### src/rtl/object_display_ctrl.sv
// Shape/full-screen sequencer for the VGA object generators: debounces two
// pushbuttons and commits their requests once per frame at the start of vertical blanking.
module object_display_ctrl #(
  parameter logic [15:0] DB_CYCLES  = 16'd50000,
  parameter logic [9:0]  V_ACTIVE   = 10'd480,
  parameter logic [1:0]  NUM_SHAPES = 2'd3
) (
  input  logic       clk,
  input  logic       reset,
  input  logic [9:0] HCount,
  input  logic [9:0] VCount,
  input  logic       btn_next,
  input  logic       btn_full,
  output logic       square_select,
  output logic       circle_select,
  output logic       triangle_select,
  output logic       full_screen,
  output logic       frame_update,
  output logic       pending
);

  typedef enum logic [1:0] {
    IDLE    = 2'd0,
    WAIT_VB = 2'd1,
    COMMIT  = 2'd2,
    HOLD    = 2'd3
  } state_t;

  state_t      state_q;
  state_t      state_d;

  // Bit 0 carries the "next shape" button, bit 1 the "full screen" button.
  logic [1:0]  btn_raw;
  logic [1:0]  sync_p0;
  logic [1:0]  sync_p1;
  logic [1:0]  db_lvl;
  logic [1:0]  db_done;
  logic [1:0]  db_rise;
  logic [15:0] db_cnt [2];

  logic        req_next;
  logic        req_full;
  logic        upd_cond;
  logic        commit;
  logic [1:0]  shape_idx;
  logic [1:0]  idx_nxt;

  // Out-of-range indices fall back to square on any commit, advance or not.
  function automatic logic [1:0] next_shape(input logic [1:0] idx, input logic adv);
    if (idx >= NUM_SHAPES) return 2'd0;
    if (!adv) return idx;
    return (idx == NUM_SHAPES - 2'd1) ? 2'd0 : idx + 2'd1;
  endfunction

  assign btn_raw  = {btn_full, btn_next};
  assign upd_cond = (VCount == V_ACTIVE) && (HCount == 10'd0);
  assign commit   = (state_q == COMMIT);

  // Stage p0/p1: two-flop synchronizer ahead of the debouncers.
  always_ff @(posedge clk) begin
    if (!reset) begin
      sync_p0 <= 2'b00;
      sync_p1 <= 2'b00;
    end else begin
      sync_p0 <= btn_raw;
      sync_p1 <= sync_p0;
    end
  end

  always_comb begin
    db_done = 2'b00;
    db_rise = 2'b00;
    for (int b = 0; b < 2; b++) begin
      db_done[b] = (sync_p1[b] != db_lvl[b]) && (db_cnt[b] == DB_CYCLES - 16'd1);
      db_rise[b] = db_done[b] & sync_p1[b];
    end
  end

  always_ff @(posedge clk) begin
    if (!reset) begin
      db_lvl <= 2'b00;
      for (int b = 0; b < 2; b++) db_cnt[b] <= 16'd0;
    end else begin
      for (int b = 0; b < 2; b++) begin
        if (sync_p1[b] == db_lvl[b]) begin
          db_cnt[b] <= 16'd0;
        end else if (db_done[b]) begin
          db_lvl[b] <= sync_p1[b];
          db_cnt[b] <= 16'd0;
        end else begin
          db_cnt[b] <= db_cnt[b] + 16'd1;
        end
      end
    end
  end

  // A debounced rising edge wins over the commit clear so a press landing
  // in the commit cycle carries into the next frame.
  always_ff @(posedge clk) begin
    if (!reset) begin
      req_next <= 1'b0;
      req_full <= 1'b0;
      pending  <= 1'b0;
    end else begin
      if (db_rise[0])  req_next <= 1'b1;
      else if (commit) req_next <= 1'b0;
      if (db_rise[1])  req_full <= 1'b1;
      else if (commit) req_full <= 1'b0;
      pending <= req_next | req_full;
    end
  end

  always_ff @(posedge clk) begin
    if (!reset) state_q <= IDLE;
    else        state_q <= state_d;
  end

  // HOLD waits out the whole update point so a multi-clock HCount==0 cannot
  // produce a second commit in the same frame.
  always_comb begin
    state_d = state_q;
    unique case (state_q)
      IDLE:    if (pending)   state_d = WAIT_VB;
      WAIT_VB: if (upd_cond)  state_d = COMMIT;
      COMMIT:                 state_d = HOLD;
      HOLD:    if (!upd_cond) state_d = IDLE;
      default:                state_d = IDLE;
    endcase
  end

  always_comb begin
    idx_nxt = shape_idx;
    if (commit) idx_nxt = next_shape(shape_idx, req_next);
  end

  always_ff @(posedge clk) begin
    if (!reset) begin
      shape_idx       <= 2'd0;
      square_select   <= 1'b1;
      circle_select   <= 1'b0;
      triangle_select <= 1'b0;
      full_screen     <= 1'b0;
      frame_update    <= 1'b0;
    end else begin
      shape_idx       <= idx_nxt;
      square_select   <= (idx_nxt != 2'd1) && (idx_nxt != 2'd2);
      circle_select   <= (idx_nxt == 2'd1);
      triangle_select <= (idx_nxt == 2'd2);
      frame_update    <= commit;
      if (commit && req_full) full_screen <= ~full_screen;
    end
  end

endmodule

### config.mk
export PLATFORM = sky130hd
export DESIGN_NAME = object_display_ctrl
export DESIGN_NICKNAME = d
export VERILOG_FILES = /design/src/rtl/object_display_ctrl.sv
export SDC_FILE = /design/constraint.sdc
export NUM_CORES = 1
export LEC_CHECK = 0
export ABC_AREA = 1
export CAP_MARGIN = 40
export CORE_MARGIN = 2
export CORE_UTILIZATION = 45
export DETAILED_ROUTE_END_ITERATION = 12
export PLACE_DENSITY_LB_ADDON = 0.05
export SLEW_MARGIN = 20
export SYNTH_ARGS = -nofsm -noshare
export SYNTH_HDL_FRONTEND = slang
export SYNTH_SLANG_ARGS = --single-unit
export TNS_END_PERCENT = 10
### constraint.sdc
create_clock -name clk -period 2.4 [get_ports clk]
set_input_delay 0.48 -clock clk [delete_from_list [all_inputs] [get_ports clk]]
set_output_delay 0.48 -clock clk [all_outputs]
set_load 0.01 [all_outputs]
Yosys cells after proc, flatten, opt, wreduce, memory -nomap -nowiden:

Memory sizes are Yosys's and may differ from the RTL's.
Index checks and enable logic that the tools add are counted.

* flip-flop bits (word level): 18
* RAM bits: 32
* input port bits: 24
* output and inout bits: 6
* word-level logic and storage cells: 108
* memories kept: 1

Memories
* db_cnt: depth 2, bits a word 16, rd ports 2, clocked after Yosys merged registers in 0, write ports 2, RTL line 39 `logic [15:0] db_cnt [2];`

* $add $sub $neg: 3
* order comparisons: 1
* eq/ne operators: 18
* muxes and demuxes: 47
* bitwise logic cells: 12
* reduce and logical (&&, ||, !) cells: 12

Operators by type and width (count)
* 16-bit 2-to-1 mux: 6
* 16-bit by 1-bit adder with 16-bit output, second input constant: 2
* 16-bit equality test, second input constant: 2
* 1-bit 2-to-1 mux: 31
* 2-bit 2-to-1 mux: 9
* 10-bit by 9-bit equality test with 1-bit output, second input constant: 1
* 10-bit logical NOT: 1
* 2-bit equality test, second input constant: 4
* 2-bit inequality test, second input constant: 4
* 2-bit case mux with 4 select lines: 1
* 1-bit bitwise OR: 7
* 1-bit logical AND: 5
* 2-bit by 1-bit equality test with 1-bit output, second input constant: 2
* 2-bit AND reduction: 2
* 2-bit nonzero test: 2
* 1-bit NOT: 3
* 3-bit AND reduction: 1
* 2-bit by 1-bit adder with 2-bit output, second input constant: 1
* 1-bit bitwise AND: 2
* 1-bit equality test: 2
* 2-bit >= comparator, second input constant: 1
* 2-bit logical NOT: 1
* 1-bit inequality test: 2
* 2-bit by 1-bit inequality test with 1-bit output, second input constant: 1

Depth between registers and ports, before layout:

Gate-level depths: netlist (run 1).

* depth after elaboration: 10
* mapped depth: 10
* depth with buffers taken out: 10

Least setup slack after synthesis (run 1):

Ideal clock, no wire load.

* kind: register to register
* from: register state_q[0]
* to: register square_select
* library setup time: 123 ps
* data arrival time: 1605 ps
* required time: 2277 ps
* setup slack: 672 ps
* stages on the path, launching flop included: 9
* buffers on the path: 0
* period minus slack after synthesis: 1728 ps
* cell sequence: dfxtp_1 > inv_1 > ha_1 > inv_1 > a21oi_1 > or2_2 > nand2_1 > ha_1 > or2_2

* word-level cells in the longest chain between the ends: 4
* elaborated cells on any way between the ends: 5

RTL lines
* start, declared: RTL line 29 `state_t state_q;`
* start signal, assigned: RTL line 115 `else state_q <= state_d;`
* 2-bit equality test (*): RTL line 57 `assign commit = (state_q == COMMIT);`
* net commit: RTL line 44 `logic commit;`
* 2-bit 2-to-1 mux (*): RTL line 133 `if (commit) idx_nxt = next_shape(shape_idx, req_next);`
* net idx_nxt[1]: RTL line 46 `logic [1:0] idx_nxt;`
* 2-bit by 1-bit inequality test with 1-bit output / 2-bit inequality test (equally long branches): RTL line 146 `square_select <= (idx_nxt != 2'd1) && (idx_nxt != 2'd2);`
* 1-bit logical AND (*): RTL line 146
* end signal, assigned: RTL line 146
* end, declared: RTL line 14 `output logic square_select,`

The timed path passes the listed nets; every way through them passes the cells marked *.
A chain may end at the register's enable or synchronous reset.

==> run summary, run 1 <==
Crit-path max FO: 16
Antenna cells: 0
Max cap viols: 0
Port bufs: 29
Worst EP required: 2.53 ns
Tot GR Track Use: 0.1469
Ranking of synthesized cells by area: edfxtp_1 (34%), dfxtp_1 (13%), nor2_1 (8.9%)
Root Buffer Master: clkbuf_8
Largest net degree at the start of global routing: 17
Share of the synthesized area in the top cell type: 0.3416
Fin crit period: 1.906 ns
Via count: 2,183
Worst-Skew Late Latency: 0.31 ns
Row count: 28
Post-CTS sizing: 0
Synth async-reset ratio: 0
Lkg Pwr: 0.001417 uW
Post-synth top cells: nor2_1 (67), nand2_1 (54), inv_1 (50)
CP Data Arrival Time: 2.04 ns
Most frequent cell after synthesis: nor2_1
Post-DRT Antenna Nets: 0
H-tree depth: 2
Setup violators final: 0
Max Freq: 524.7 MHz
Global-route wire length before repair: 8.500 mm
Placer congestion estimate: 0.8466
Crit path kind: flop to flop
Cell breakdown of the critical path: ha_1 > nand2_1 > inv_1 > nand2_2 > nor2_1 > nand3_1 > nand3_2 > nor3b_1
Outcome: finished, final reports clean
Hpwl dp: 3.720 mm
Most used DFF post-synth: edfxtp_1
GRT overflow: 0
Core ar.: 5991 sq um
Vias in the first global route: 2,014
Via density: 4.510
Starting DRC count in detailed routing: 82
CP max stage delay: 0.44 ns
Library cells used by synthesis: 32
Fin. Hold Viols: 0
Register area share after synthesis: 0.4698
Nets: 440
Hold Path Class: flop to flop
Max VDD drop: 0.2816 mV
Layout cell share with drive strength beyond 1: 0.08313
RSZ-0062 raised after global routing: no
Starting Density: 0.4695
Postcts setup bufs: 0
I/O pin count: 30
Max-slew headroom: 0.6675
Post-route core utilization: 0.5687
CTS Buf Count: 5
Hold Buf Count CTS: 0
Synth warn: 0
Clock slew at reported path FFs: 0.09 ns
# clock sinks: 50
TritonCTS clock tree: done
Wire per inst: 9.946 microns
Post-synth EDFFs: 32
Pwr/cell area: 540.3 nW/um^2
DR pass1 iterations: 4
Synth Area per Inst: 8.176 sq um
Drt total wl: 4.814 mm
Mapped Cells: 344
Area leader, netlist: edfxtp_1
Max Clock Skew: 0.01317 ns
Post-synthesis register bit count: 50
Area Growth Syn to Fin: 21.13%
Worst Max-Slew Pin Slew: 0.4972 ns
Worst setup EP type: flop
CP Launch Type: flop
Slowest cell on crit path: edfxtp_1
Die area: 6899 sq um
Die Y: 83.06 microns
Drt drc: 0
CTS Buffer Depth: 2
Die W: 83.06 microns
Final setup TNS: 0 ns
Area of the mapped netlist: 2813 sq um
Slew Limit Fails: 0
Post-route clock period utilization: 0.7941
Initial antenna violation count: 0
-- cell families after synthesis --
family / after synthesis / share of synthesized area
buffers and inverters: 55 / 0.07874
AO/OA/AOI/OAI: 18 / 0.03425
XOR/XNOR: 14 / 0.04359
adder cells (fa/ha/maj): 8 / 0.03559
AND/OR/NAND/NOR: 198 / 0.3367
other: 1 / 0.001333
flip-flops: 50 / 0.4698
-- per-layer routing --
| layer | up-vias | share of wire | track usage |
|---|---|---|---|
| li1 | 1202 | - | - |
| met1 | 948 | 0.51 | 0.1966 |
| met2 | 26 | 0.45 | 0.2368 |
| met3 | 7 | 0.030 | 0.03579 |
| met4 | 0 | 0.013 | 0.04322 |
| met5 | - | 0 | 0 |
-- placed cells by master (no fill, tap or decap), types with 4 or more instances in the layout --
| cell type | n |
|---|---|
| a21oi_1 | 9 |
| clkbuf_8 | 6 |
| clkdlybuf4s50_1 | 29 |
| conb_1 | 32 |
| dfxtp_1 | 18 |
| edfxtp_1 | 32 |
| ha_1 | 8 |
| inv_1 | 50 |
| nand2_1 | 54 |
| nand2_2 | 8 |
| nand3_1 | 21 |
| nand3_2 | 5 |
| nand4_1 | 11 |
| nor2_1 | 67 |
| nor3_1 | 10 |
| nor3b_1 | 4 |
| o21ai_0 | 6 |
| xnor2_1 | 4 |
| xor2_1 | 10 |
-- worst paths after layout --
check | from | end | slack, ns | cells past startpoint
setup / recovery | db_cnt[1][0] | db_cnt[1][5] | 0.49 | 8
hold / removal | sync_p0[1] | sync_p1[1] | 0.43 | 2
setup reg to reg | db_cnt[1][0] | db_cnt[1][5] | 0.49 | 8
hold reg to reg | sync_p0[1] | sync_p1[1] | 0.43 | 2
-- registers in the layout, summed over array words and instances, names as in the netlist, 2 cells and up --
register	count
state_q	2
db_cnt	32
sync_p1	2
shape_idx	2
sync_p0	2
db_lvl	2
-- through the flow --
stage / power [uW] / instances / hold WS (ns) / setup WS, ns / cell area [sq um]
floorplan: 1165 / 375 / 0.3905 / 0.6717 / 2929
global placement: 1243 / 476 / 0.3932 / 0.2394 / 3291
detailed placement: 1246 / 476 / 0.4058 / 0.1905 / 3291
CTS: 1862 / 484 / 0.4323 / 0.4620 / 3407
global route: 1934 / 484 / 0.4494 / 0.2710 / 3407
finish: 1841 / 484 / 0.4300 / 0.4940 / 3407
-- critical path: cells and delay by family (launching register included) --
family / cells / cell delay, ns
buf+inv: 1 / 0.05
fa+ha+maj: 1 / 0.24
flops: 1 / 0.44
simple gates: 6 / 1.00
-- cell type report --
type                    count  area [sq um]
clock buffers               7         86.33
clock inverters             1         30.03
repair buffers             30         297.8
fillers                   553          2584
well taps                  75         93.84
flip-flops and latches     50          1321
multi-input cells         270          1386
inverters                  51         191.4
-- report_power, final --
part | internal, uW | switching (uW) | total, uW
combinational | 105 | 132 | 237
sequential | 953 | 34.6 | 988
clock | 340 | 276 | 616
total | 1400 | 442 | 1840
Power figures use the tool's default switching activity.
==> run 2: changes to the inputs <==
- clock period: 2.4 -> 1.9 ns (I/O delays scaled with it)
==> run 2 against run 1 <==
Effect of this change:
- global-route usage up 1.1 points
- non-clock buffer count up 5
- utilization up 1.5 points
- sequential power up 27%
- combinational power up 35%
- via count up 3.0%
- clock-buffer cell count down 1
- critical path depth unchanged
- largest cell class unchanged
==> run summary, run 2 (synthesis results as in run 1) <==
Crit-path max FO: 6 (was 16)
Max-slew headroom: 0.6477 (was 0.6675)
Area Growth Syn to Fin: 24.38% (was 21.13%)
Starting Density: 0.4695 (unchanged)
Drt total wl: 5.170 mm (was 4.814 mm)
Port bufs: 29 (unchanged)
Dpl cell area: 3313 sq um (was 3291 sq um)
Wire per inst: 10.55 microns (was 9.946 microns)
Post-DRT Antenna Nets: 0 (unchanged)
CP Data Arrival Time: 1.95 ns (was 2.04 ns)
Crit path kind: flop to flop (unchanged)
Worst EP required: 2.10 ns (was 2.53 ns)
Hpwl dp: 3.856 mm (was 3.720 mm)
Worst-Skew Late Latency: 0.30 ns (was 0.31 ns)
Pint: 1739 uW (was 1399 uW)
Fin. Hold Viols: 0 (unchanged)
GRT overflow: 0 (unchanged)
Max VDD drop: 0.3778 mV (was 0.2816 mV)
Sw Share: 0.2492 (was 0.2402)
Max Freq: 572.1 MHz (was 524.7 MHz)
Post-route clock period utilization: 0.9200 (was 0.7941)
Max Clock Skew: 0.005801 ns (was 0.01317 ns)
# clock sinks: 50 (unchanged)
CP Launch Type: flop (unchanged)
Die W: 83.06 microns (unchanged)
Pwr/cell area: 662.0 nW/um^2 (was 540.3 nW/um^2)
CTS Buffer Depth: 2 (unchanged)
Global-route wire length before repair: 9.128 mm (was 8.500 mm)
DR pass1 iterations: 4 (unchanged)
Clock slew at reported path FFs: 0.09 ns (about the same)
Worst Max-Slew Pin Slew: 0.5269 ns (was 0.4972 ns)
Outcome: finished, final reports clean (unchanged)
Tot GR Track Use: 0.1582 (was 0.1469)
Via density: 4.588 (was 4.510)
Largest net degree at the start of global routing: 17 (unchanged)
Die Y: 83.06 microns (unchanged)
Max FFs per register: 32 (unchanged)
Combinational fraction of design power: 0.138 (was 0.129)
Most frequent cells in the layout: nor2_1 (66), nand2_1 (54), inv_1 (49), edfxtp_1 (32), conb_1 (32) (was nor2_1 (67), nand2_1 (54), inv_1 (50), edfxtp_1 (32), conb_1 (32))
Worst setup EP type: flop (unchanged)
Vias in the first global route: 2,148 (was 2,014)
Nets: 446 (was 440)
Reg power frac: 0.539 (was 0.537)
Hold Path Class: flop to flop (unchanged)
Hold Buf Count CTS: 0 (unchanged)
Lkg Pwr: 0.001436 uW (was 0.001417 uW)
Final setup TNS: 0 ns (unchanged)
Core ar.: 5991 sq um (unchanged)
I/O pin count: 30 (unchanged)
Row count: 28 (unchanged)
Clk network pwr share: 0.323 (was 0.334)
Setup violators final: 0 (unchanged)
Layout cell share with drive strength beyond 1: 0.1181 (was 0.08313)
Finished Cell Area: 3498 sq um (was 3407 sq um)
Fin crit period: 1.748 ns (was 1.906 ns)
Biggest register: db_cnt (unchanged)
Switching power: 577.2 uW (was 442.3 uW)
TritonCTS clock tree: done (unchanged)
Slew Limit Fails: 0 (unchanged)
Starting DRC count in detailed routing: 92 (was 82)
CTS Buf Count: 5 (unchanged)
Most common cell after layout, fill and taps aside: nor2_1 (unchanged)
RSZ-0062 raised after global routing: no (unchanged)
Root Buffer Master: clkbuf_8 (unchanged)
Die area: 6899 sq um (unchanged)
Initial antenna violation count: 0 (unchanged)
Reg2reg setup slack: 0.15 ns (was 0.49 ns)
Max cap viols: 0 (unchanged)
Antenna cells: 0 (unchanged)
Via count: 2,248 (was 2,183)
Drt drc: 0 (unchanged)
Placer congestion estimate: 0.8179 (was 0.8466)
H-tree depth: 2 (unchanged)
## run 2: area by class of cell
type | instances | area, sq um
flip-flops and latches | 50 | 1321
inverters | 51 | 191.4
well taps | 75 | 93.84
clock inverters | 2 | 37.54
repair buffers | 35 | 335.3
multi-input cells | 271 | 1446
fillers | 557 | 2492
clock buffers | 6 | 72.57
## run 2: what timing repair did
action / CTS / global route
resized for setup: 0 / 11
endpoints found under the setup margin: 0 / 33
setup buffers: 0 / 2
## run 2: worst max-delay path, stage by stage, from the launching register on
cell	delay, ns
dfxtp_1	0.36
inv_1	0.09
ha_2	0.23
inv_2	0.08
a21oi_2	0.04
or2_2	0.27
nand2_1	0.08
ha_1	0.22
or2_2	0.28
## run 2: power by group through the flow
stage	sequential [uW]	clock [uW]	combinational, uW
2_1_floorplan	1260	0	208
3_3_place_gp	1270	0	300
3_5_place_dp	1270	0	306
4_1_cts	1250	782	308
5_1_grt	1260	816	369
6_report	1250	749	319
## run 2: worst paths after layout
check / cells after the start / from / endpoint
min reg2reg: 2 / sync_p0[1] / sync_p1[1]
max reg2reg: 8 / state_q[0] / square_select
min: 2 / sync_p0[1] / sync_p1[1]
max: 8 / state_q[0] / square_select
## run 2: stage by stage
step / hold slack, ns / cells / setup WS, ns / power, uW / utilization
global route: 0.4494 / 490 / 0.01662 / 2442 / 0.5840
detailed placement: 0.4026 / 479 / 0.008181 / 1580 / 0.5530
global placement: 0.3955 / 479 / 0.04517 / 1571 / 0.5530
finish: 0.4194 / 490 / 0.1520 / 2316 / 0.5840
CTS: 0.4236 / 487 / 0.009588 / 2338 / 0.5714
floorplan: 0.3905 / 375 / 0.1717 / 1472 / -
## run 2: routing by layer
| layer | up-vias | routed length [microns] | GRT usage |
|---|---|---|---|
| met5 | - | 0 | 0 |
| met4 | 0 | 69 | 0.04918 |
| met3 | 6 | 118 | 0.03678 |
| met2 | 27 | 2297 | 0.2581 |
| met1 | 996 | 2685 | 0.2087 |
| li1 | 1219 | - | - |
